===== src/rtl/uart_tx_feeder_pkg.sv =====
// uart_tx_feeder_pkg: shared FSM state type and transmitter status levels
package uart_tx_feeder_pkg;
  typedef enum logic [1:0] {IDLE, ARMED, SENDING} state_e;
  localparam logic ST_IDLE = 1'b1;
  localparam logic ST_BUSY = 1'b0;
endpackage


===== src/rtl/uart_tx_feeder_if.sv =====
// uart_tx_feeder_if: producer write port plus transmitter control/status bundle
interface uart_tx_feeder_if #(
  parameter int DEPTH = 16
) ();
  localparam int LW = $clog2(DEPTH) + 1;
  logic          wr_en;
  logic [7:0]    wr_data;
  logic          full;
  logic [LW-1:0] level;
  logic [7:0]    tx_data;
  logic          tx_go;
  logic          tx_status;
  logic          overflow;
  logic          timeout;
  logic [15:0]   sent_count;
  modport master (
    output wr_en, wr_data, tx_status,
    input  full, level, tx_data, tx_go, overflow, timeout, sent_count
  );
  modport slave (
    input  wr_en, wr_data, tx_status,
    output full, level, tx_data, tx_go, overflow, timeout, sent_count
  );
endinterface


===== src/rtl/uart_byte_fifo.sv =====
// uart_byte_fifo: circular byte buffer with count; no fall-through
module uart_byte_fifo #(
  parameter int DEPTH = 16
) (
  input  logic                   clk,
  input  logic                   rst,
  input  logic                   wr_i,
  input  logic [7:0]             wdata_i,
  input  logic                   rd_i,
  output logic [7:0]             rdata_o,
  output logic [$clog2(DEPTH):0] count_o,
  output logic                   full_o,
  output logic                   empty_o
);
  localparam int AW = $clog2(DEPTH);
  logic [7:0]    mem_q [DEPTH];
  logic [AW-1:0] wp_q, wp_d, rp_q, rp_d;
  logic [AW:0]   cnt_q, cnt_d;
  logic          push, pop;
  assign full_o  = cnt_q == (AW+1)'(DEPTH);
  assign empty_o = cnt_q == '0;
  assign push    = wr_i && !full_o;
  assign pop     = rd_i && !empty_o;
  assign rdata_o = mem_q[rp_q];
  assign count_o = cnt_q;
  always_comb begin
    wp_d  = push ? wp_q + AW'(1) : wp_q;
    rp_d  = pop ? rp_q + AW'(1) : rp_q;
    cnt_d = cnt_q + (AW+1)'(push) - (AW+1)'(pop);
  end
  always_ff @(posedge clk) begin
    if (rst) begin
      wp_q  <= '0;
      rp_q  <= '0;
      cnt_q <= '0;
    end else begin
      wp_q  <= wp_d;
      rp_q  <= rp_d;
      cnt_q <= cnt_d;
    end
  end
  always_ff @(posedge clk) if (push) mem_q[wp_q] <= wdata_i;
endmodule


===== src/rtl/uart_tx_feeder.sv =====
// uart_tx_feeder: buffers bytes and sequences them into a UART transmitter,
// gating it through rst_n and advancing on its synchronized status edges
module uart_tx_feeder
  import uart_tx_feeder_pkg::*;
#(
  parameter int DEPTH       = 16,
  parameter int ARM_TIMEOUT = 4096
) (
  input logic            clk,
  input logic            rst,
  uart_tx_feeder_if.slave bus
);
  localparam int CW = $clog2(DEPTH) + 1;
  localparam int TW = $clog2(ARM_TIMEOUT) + 1;
  logic [1:0]    sync_q;
  logic          st_q, st_s, fall, rise;
  logic          pop, empty;
  logic [7:0]    head;
  logic [CW-1:0] cnt;
  state_e        state_q, state_d;
  logic [TW-1:0] tmr_q, tmr_d;
  logic [7:0]    data_q, data_d;
  logic          go_q, go_d, ovf_q, ovf_d, to_q, to_d;
  logic [15:0]   sent_q, sent_d;

  uart_byte_fifo #(.DEPTH(DEPTH)) u_fifo (
    .clk(clk), .rst(rst), .wr_i(bus.wr_en), .wdata_i(bus.wr_data), .rd_i(pop),
    .rdata_o(head), .count_o(cnt), .full_o(bus.full), .empty_o(empty)
  );

  // tx_status is launched from the divided-clock domain
  always_ff @(posedge clk) begin
    if (rst) begin
      sync_q <= {2{ST_IDLE}};
      st_q   <= ST_IDLE;
    end else begin
      sync_q <= {sync_q[0], bus.tx_status};
      st_q   <= sync_q[1];
    end
  end
  assign st_s = sync_q[1];
  assign fall = (st_q == ST_IDLE) && (st_s == ST_BUSY);
  assign rise = (st_q == ST_BUSY) && (st_s == ST_IDLE);

  always_ff @(posedge clk) state_q <= rst ? IDLE : state_d;

  always_comb begin
    state_d = state_q;
    unique case (state_q)
      IDLE:    state_d = empty ? IDLE : ARMED;
      ARMED:   state_d = fall ? SENDING : (tmr_q == TW'(ARM_TIMEOUT - 1)) ? IDLE : ARMED;
      SENDING: state_d = !rise ? SENDING : empty ? IDLE : ARMED;
      default: state_d = IDLE;
    endcase
  end

  always_comb begin
    pop    = !empty && ((state_q == IDLE) || (state_q == SENDING && rise));
    go_d   = state_d != IDLE;
    data_d = pop ? head : data_q;
    tmr_d  = (state_q == ARMED && state_d == ARMED) ? tmr_q + TW'(1) : '0;
    to_d   = to_q || (state_q == ARMED && state_d == IDLE);
    ovf_d  = ovf_q || (bus.wr_en && bus.full);
    sent_d = sent_q + 16'(state_q == SENDING && rise);
  end

  always_ff @(posedge clk) begin
    if (rst) begin
      tmr_q  <= '0;
      data_q <= 8'h00;
      go_q   <= 1'b0;
      ovf_q  <= 1'b0;
      to_q   <= 1'b0;
      sent_q <= '0;
    end else begin
      tmr_q  <= tmr_d;
      data_q <= data_d;
      go_q   <= go_d;
      ovf_q  <= ovf_d;
      to_q   <= to_d;
      sent_q <= sent_d;
    end
  end

  assign bus.level      = cnt;
  assign bus.tx_data    = data_q;
  assign bus.tx_go      = go_q;
  assign bus.overflow   = ovf_q;
  assign bus.timeout    = to_q;
  assign bus.sent_count = sent_q;
endmodule

===== src/flat_wrapper.sv =====
// flat-port wrapper written by rule: the top's interface ports become plain ports
module uart_tx_feeder_flat import uart_tx_feeder_pkg::*;
#(
  parameter int DEPTH       = 16,
  parameter int ARM_TIMEOUT = 4096
)
  (clk, rst, bus_wr_en, bus_wr_data, bus_tx_status, bus_full, bus_level, bus_tx_data, bus_tx_go, bus_overflow, bus_timeout, bus_sent_count);
  uart_tx_feeder_if #(.DEPTH(DEPTH)) bus_i ();
  input logic clk;
  input logic rst;
  input wire logic [$bits(bus_i.wr_en)-1:0] bus_wr_en;
  input wire logic [$bits(bus_i.wr_data)-1:0] bus_wr_data;
  input wire logic [$bits(bus_i.tx_status)-1:0] bus_tx_status;
  output wire logic [$bits(bus_i.full)-1:0] bus_full;
  output wire logic [$bits(bus_i.level)-1:0] bus_level;
  output wire logic [$bits(bus_i.tx_data)-1:0] bus_tx_data;
  output wire logic [$bits(bus_i.tx_go)-1:0] bus_tx_go;
  output wire logic [$bits(bus_i.overflow)-1:0] bus_overflow;
  output wire logic [$bits(bus_i.timeout)-1:0] bus_timeout;
  output wire logic [$bits(bus_i.sent_count)-1:0] bus_sent_count;
  assign bus_i.wr_en = bus_wr_en;
  assign bus_i.wr_data = bus_wr_data;
  assign bus_i.tx_status = bus_tx_status;
  assign bus_full = bus_i.full;
  assign bus_level = bus_i.level;
  assign bus_tx_data = bus_i.tx_data;
  assign bus_tx_go = bus_i.tx_go;
  assign bus_overflow = bus_i.overflow;
  assign bus_timeout = bus_i.timeout;
  assign bus_sent_count = bus_i.sent_count;
  uart_tx_feeder #(.DEPTH(DEPTH), .ARM_TIMEOUT(ARM_TIMEOUT)) u_core (.clk(clk), .rst(rst), .bus(bus_i));
endmodule

===== config.mk =====
export PLATFORM = sky130hd
export DESIGN_NAME = uart_tx_feeder_flat
export DESIGN_NICKNAME = d
export VERILOG_FILES = /design/src/rtl/uart_tx_feeder_pkg.sv /design/src/rtl/uart_tx_feeder_if.sv /design/src/rtl/uart_byte_fifo.sv /design/src/rtl/uart_tx_feeder.sv /design/src/flat_wrapper.sv
export SDC_FILE = /design/constraint.sdc
export NUM_CORES = 1
export LEC_CHECK = 0
export BUFFER_PORTS_ARGS = -buffer_cell sky130_fd_sc_hd__buf_2
export CAP_MARGIN = 10
export CORE_UTILIZATION = 36
export CTS_CLUSTER_SIZE = 28
export DETAILED_ROUTE_END_ITERATION = 7
export PLACE_DENSITY_LB_ADDON = 0.08
export SYNTH_ARGS = -nofsm -noshare
export SYNTH_HDL_FRONTEND = slang
export SYNTH_SLANG_ARGS = --single-unit

===== constraint.sdc =====
create_clock -name clk -period 2.55 [get_ports clk]
set_input_delay 0.51 -clock clk [delete_from_list [all_inputs] [get_ports clk]]
set_output_delay 0.51 -clock clk [all_outputs]
set_load 0.02 [all_outputs]

# After elaboration in Yosys (flattened, before gate mapping)
# Memory sizes are Yosys's and may differ from the RTL's. A register that Yosys moved wholly into a read port is not among the register bits.
# Index checks and enable logic that the tools add are counted.
dict set report word_totals {
  register_bits 50
  ramBits 128
  elab_cells 52
  n_memories 1
}
dict set report classes {
  addsub 6
  n_eq_ne 5
  n_mux 7
  bitwise 3
  reduce_logical 19
}
# memory words width read_ports rd_clocked_by_memory_dff write_ports line_no
set mem_list {}
lappend mem_list {u_core.u_fifo.mem_q 16 8 1 1 1 uart_byte_fifo.sv:16} ;# logic [7:0] mem_q [DEPTH];
# operator count
set ops {}
lappend ops {{$add 16x1->16} 1}
lappend ops {{$add 13x1->13 const B} 1}
lappend ops {{$eq 13x12->1 const B} 1}
lappend ops {{$logic_and 1x1->1} 9}
lappend ops {{$add 4x1->4 const B} 2}
lappend ops {{$pmux 2 s3} 1}
lappend ops {{$add 5x1->5} 1}
lappend ops {{$eq 5x5->1 const B} 1}
lappend ops {{$logic_not 5->1} 1}
lappend ops {{$sub 5x1->5} 1}
lappend ops {{$eq 2x1->1 const B} 2}
lappend ops {{$logic_not 2->1} 2}
lappend ops {{$mux 1} 4}
lappend ops {{$mux 2} 2}
lappend ops {{$logic_or 1x1->1} 3}
lappend ops {{$not 1->1} 3}
lappend ops {{$eq 2x2->1 const B} 1}
lappend ops {{$logic_not 1->1} 2}
lappend ops {{$reduce_bool 2->1} 1}
lappend ops {{$reduce_or 2->1} 1}

# Longest topological paths before layout
dict set report logic_depth {
  ltp_word 8
  depth_mapped 15
  mapped_depth_nobuf 14
}

# Cells and area by module
# A second synthesis with hierarchy kept.
dict set report unflattened {
  cells_unflattened 499
  area_unflattened_um2 7579.8
}
# module n_inst cells_per_inst area_per_inst_um2
set by_module_without_submodules {}
lappend by_module_without_submodules {uart_byte_fifo 1 306 5799.3}
lappend by_module_without_submodules {uart_tx_feeder 1 193 1780.5}

# Least setup slack after synthesis
# Ideal clock, no wire load.
dict set report synth_path {
  path_kind {register -> register}
  start {register u_core.u_fifo.cnt_q[2], in the netlist u_core.u_fifo.count_o[2]}
  end {register u_core.u_fifo.cnt_q[4], in the netlist u_core.u_fifo.count_o[4]}
  arrival_ps 2757
  required_ps 2420
  path_slack_ps -337
  path_stages_with_launch 16
  n_path_buf 1
  period_less_slack_ps 2887
  path_cell_list {dfxtp_1 inv_1 ha_1 nor4b_1 a211o_1 clkinv_1 buf_2 ha_1 inv_1 ha_1 inv_1 fa_1 nor2b_1 o21bai_1 a21oi_1 nor3b_1}
}
dict set report synth_via {
  elab_chain_len 5
}
# element line_no
set synth_lines {}
lappend synth_lines {{from (decl)} uart_byte_fifo.sv:18} ;# logic [AW:0] cnt_q, cnt_d;
lappend synth_lines {{from (signal assigned)} uart_byte_fifo.sv:39} ;# cnt_q <= cnt_d;
lappend synth_lines {{$logic_not 5->1} uart_byte_fifo.sv:21} ;# assign empty_o = cnt_q == '0;
lappend synth_lines {{$logic_not 1->1} uart_tx_feeder.sv:58} ;# pop = !empty && ((state_q == IDLE) || (state_q == SENDING && rise));
lappend synth_lines {{$logic_and 1x1->1} uart_tx_feeder.sv:58}
lappend synth_lines {{via u_core.pop} uart_tx_feeder.sv:17} ;# logic pop, empty;
lappend synth_lines {{$logic_and 1x1->1} uart_byte_fifo.sv:23} ;# assign pop = rd_i && !empty_o;
lappend synth_lines {{$sub 5x1->5} uart_byte_fifo.sv:29} ;# cnt_d = cnt_q + (AW+1)'(push) - (AW+1)'(pop);
# The timed path passes the listed nets, and every way through them passes these cells.
# A chain may end at the register's enable or synchronous reset.

# Final worst setup path
dict set report layout_path {
  start {register u_core.u_fifo.cnt_q[2], in the netlist u_core.u_fifo.count_o[2]}
  end {register u_core.u_fifo.cnt_q[4], in the netlist u_core.u_fifo.count_o[4]}
}
dict set report layout_via {
  elab_chain_len 5
}
# element line_no
set layout_lines {}
lappend layout_lines {{$eq 5x5->1 or $logic_not 5->1 (tied branches)} {uart_byte_fifo.sv:20, uart_byte_fifo.sv:21}}
lappend layout_lines {{$logic_not 1->1, on equally long branches} {uart_byte_fifo.sv:22, uart_byte_fifo.sv:23, uart_tx_feeder.sv:58}}
lappend layout_lines {{$logic_and 1x1->1, on equally long branches} {uart_byte_fifo.sv:22, uart_tx_feeder.sv:58}}
lappend layout_lines {{$add 5x1->5 or $logic_and 1x1->1 (tied branches)} {uart_byte_fifo.sv:29, uart_byte_fifo.sv:23}}
lappend layout_lines {{$sub 5x1->5 *} uart_byte_fifo.sv:29}
# Mark *: on every way between the ends. The rest lies on a longest branch, timed or not.

==> impl_results.md <==
* Final Skew at 0.0131 ns
* Most common cell on crit path: inv_2
* WL final at 15.8 mm
* Synth area leader: edfxtp_1
* N_diodes at 0
* Startpoint types: flop
* Syn Nets at 561
* Nets at 633
* Io pins at 45
* Sequential fraction of the synthesis area at 0.670
* Leak at 2.97 nW
* Final worst slack at 0.194 ns
* Crit Path Class: reg2reg
* FF+latch area at 5010 um^2
* Average wire per standard cell at 17.8 um
* Fin util at 0.433
* DRC Markers at 0
* Final hold viol count at 0
* Area Growth Syn to Fin at 17.8%
* CTS tree: yes
* CP required at 2.86 ns
* P per Cell Area at 899 nW/um^2
* Hold-fix buffers, CTS at 0
* Total Routing Usage GR at 0.159
* Setup-failing EPs final at 0
* Non-Filler Instances at 888
* Crit path time final at 2.36 ns
* Worst-skew pair later-pin latency at 0.43 ns
* Vias at 4,421
* Fmax at 425 MHz
* Synth Cell Area at 7470 um^2
* 1st-iter DRT viols at 203
* Post-synth top area share at 0.514
* Global-route wire length before repair at 25.0 mm
* DRT Pass-1 Iters at 4
* Worst IR drop on VDD at 0.474 mV
* Final Wtd Congestion at 0.755
* TritonCTS buffer count at 17
* Worst path arrival time at 2.66 ns
* Clock-pin slew on the worst setup and hold paths at 0.07 ns
* Pre-CTS setup slack at 0.167 ns
* Grt total ovfl at 0
* Chip height at 146 um
* Dpl hpwl at 10.6 mm
* CP max-delay cell: dfxtp_4
* Post-placement cell count at 857
* Leading post-synthesis cells by cell area: edfxtp_1 (51%), dfxtp_1 (16%), mux2i_1 (5.9%)
* Worst setup EP type: flop
* Setup Fix Bufs, Post-CTS at 0
* Core box area at 20,300 um^2
* Synthesis warning total at 0
* Rows at 52
* CP top delay family: adder cells
* Buffers and inverters on the worst path at 4
* Crit-path max cell delay at 0.35 ns
* Root Driver: clkbuf_16
* RSZ-0062 raised after global routing: false
* Fin crit share at 0.924
* Die Area at 21,300 um^2
* Fin. max-slew vios at 0
* Clock Sink Count at 186
* Yosys reg bits at 186
* Post-Syn Instances at 534
* Vias in the first global route at 4,464
* Cells along the critical path: inv_2, ha_2, nor4b_2, a211o_1, clkinv_2, ha_4, inv_2, ha_4, inv_2, fa_2, nor2b_2, o21bai_1, a21oi_1, nor3b_1
* Setup total negative slack at 0 ns
* Initial antenna violation count at 0
* Via density at 4.98
* Syn avg cell area at 14.0 um^2
* FFs w/ async S/R, synth at 0
* Worst-margin pin slew at 0.650 ns
* CTS H-tree depth at 4
* WHS at 0.262 ns
* Max-Cap Viols at 0
* Hold Path Class: in2reg
* Cell variety after synth at 52
* Cts repair resizes at 0
* Worst-case clock buffer depth at 2
* Status: finished, final reports clean
* Area occupied by multi-input gates at 2300 um^2
* Fraction of layout cells with a size suffix above 1 at 0.220
* Filler cell count at 1,895
* # port buffers at 44
* Largest net degree at the start of global routing at 46
* Post-route antenna net violation count at 0
* Ys flop type: edfxtp_1
* Die width at 146 um
* Worst relative slew slack at 0.563
* Largest fanout on the critical path at 3
* Starting Density at 0.368
* EDFF count, synth at 128
where the power goes:
part	switching, W	leakage, nW	internal, W
sequential	0.000176	1.63	0.00342
combinational	0.000938	1.06	0.000724
clock	0.00119	0.282	0.00146
total	0.00230	2.97	0.00561
routing by layer:
metal | share of wire | track usage | up-vias
li1 | - | - | 2139
met1 | 0.45 | 0.194 | 2198
met2 | 0.50 | 0.275 | 67
met3 | 0.030 | 0.0353 | 17
met4 | 0.018 | 0.0630 | 0
met5 | 0 | 0 | -
cells in the mapped netlist, types with 12 or more instances:
| cell | count |
|---|---|
| inv_1 | 18 |
| o22ai_1 | 23 |
| edfxtp_1 | 128 |
| a21oi_1 | 14 |
| mux2i_1 | 44 |
| dfxtp_1 | 58 |
| ha_1 | 14 |
| nand3_1 | 15 |
| nor2_1 | 49 |
| xnor2_1 | 12 |
| xor2_1 | 12 |
| nand2_1 | 18 |
cell families after synthesis:
family	after synthesis	synth area share
buffers and inverters	44	0.0280
multiplexers	54	0.0911
AO/OA/AOI/OAI	66	0.0574
XOR/XNOR	24	0.0281
AND/OR/NAND/NOR	145	0.0993
flip-flops	186	0.670
adder cells (fa/ha/maj)	15	0.0261
stage by stage:
stage / power, W / area (um^2)
after floorplan: 0.00482 / 7520
after global routing: 0.00831 / 8800
after detailed placement: 0.00535 / 8210
after global placement: 0.00533 / 8210
after CTS: 0.00801 / 8800
final: 0.00791 / 8800
sequential cells by signal, summed over array words and instances (netlist names):
signal and cells:
u_core.bus.tx_go 1, u_core.u_fifo.rp_q 4, u_core.state_q 2, u_core.bus.tx_data 8, u_core.u_fifo.mem_q 128, u_core.bus.timeout 1
u_core.bus.overflow 1, u_core.bus.sent_count 16, u_core.st_q 1, u_core.tmr_q 13, u_core.u_fifo.wp_q 4, u_core.u_fifo.count_o 5
u_core.sync_q 2
cell type report:
class	count	area share
Sequential cell	186	0.570
Multi-Input combinational cell	304	0.261
Timing Repair Buffer	78	0.0555
Clock buffer	17	0.0483
Tap cell	270	0.0384
Clock inverter	14	0.0189
Inverter	19	0.00825
placed cells by master, fill, tap and decap left out, types with 9 or more instances in the layout:
| cell | n |
|---|---|
| xor2_1 | 12 |
| nor3_1 | 9 |
| clkbuf_16 | 17 |
| mux2i_1 | 44 |
| inv_1 | 13 |
| edfxtp_1 | 128 |
| dfxtp_1 | 55 |
| buf_2 | 44 |
| a21oi_1 | 14 |
| nand2_1 | 18 |
| nor2_1 | 49 |
| nand3_1 | 15 |
| xnor2_1 | 12 |
| ha_1 | 11 |
| o22ai_1 | 23 |
| buf_4 | 33 |
worst paths after layout:
kind                                                from                       end  slack (ns)  cells past startpoint
worst min register to register          u_core.sync_q[0]          u_core.sync_q[1]        0.44                      1
worst min-delay path                       bus_tx_status          u_core.sync_q[0]        0.26                      2
worst max-delay path            u_core.u_fifo.count_o[2]  u_core.u_fifo.count_o[4]        0.19                     14
worst max register to register  u_core.u_fifo.count_o[2]  u_core.u_fifo.count_o[4]        0.19                     14
Note: power is estimated with default switching activity, not from simulation.
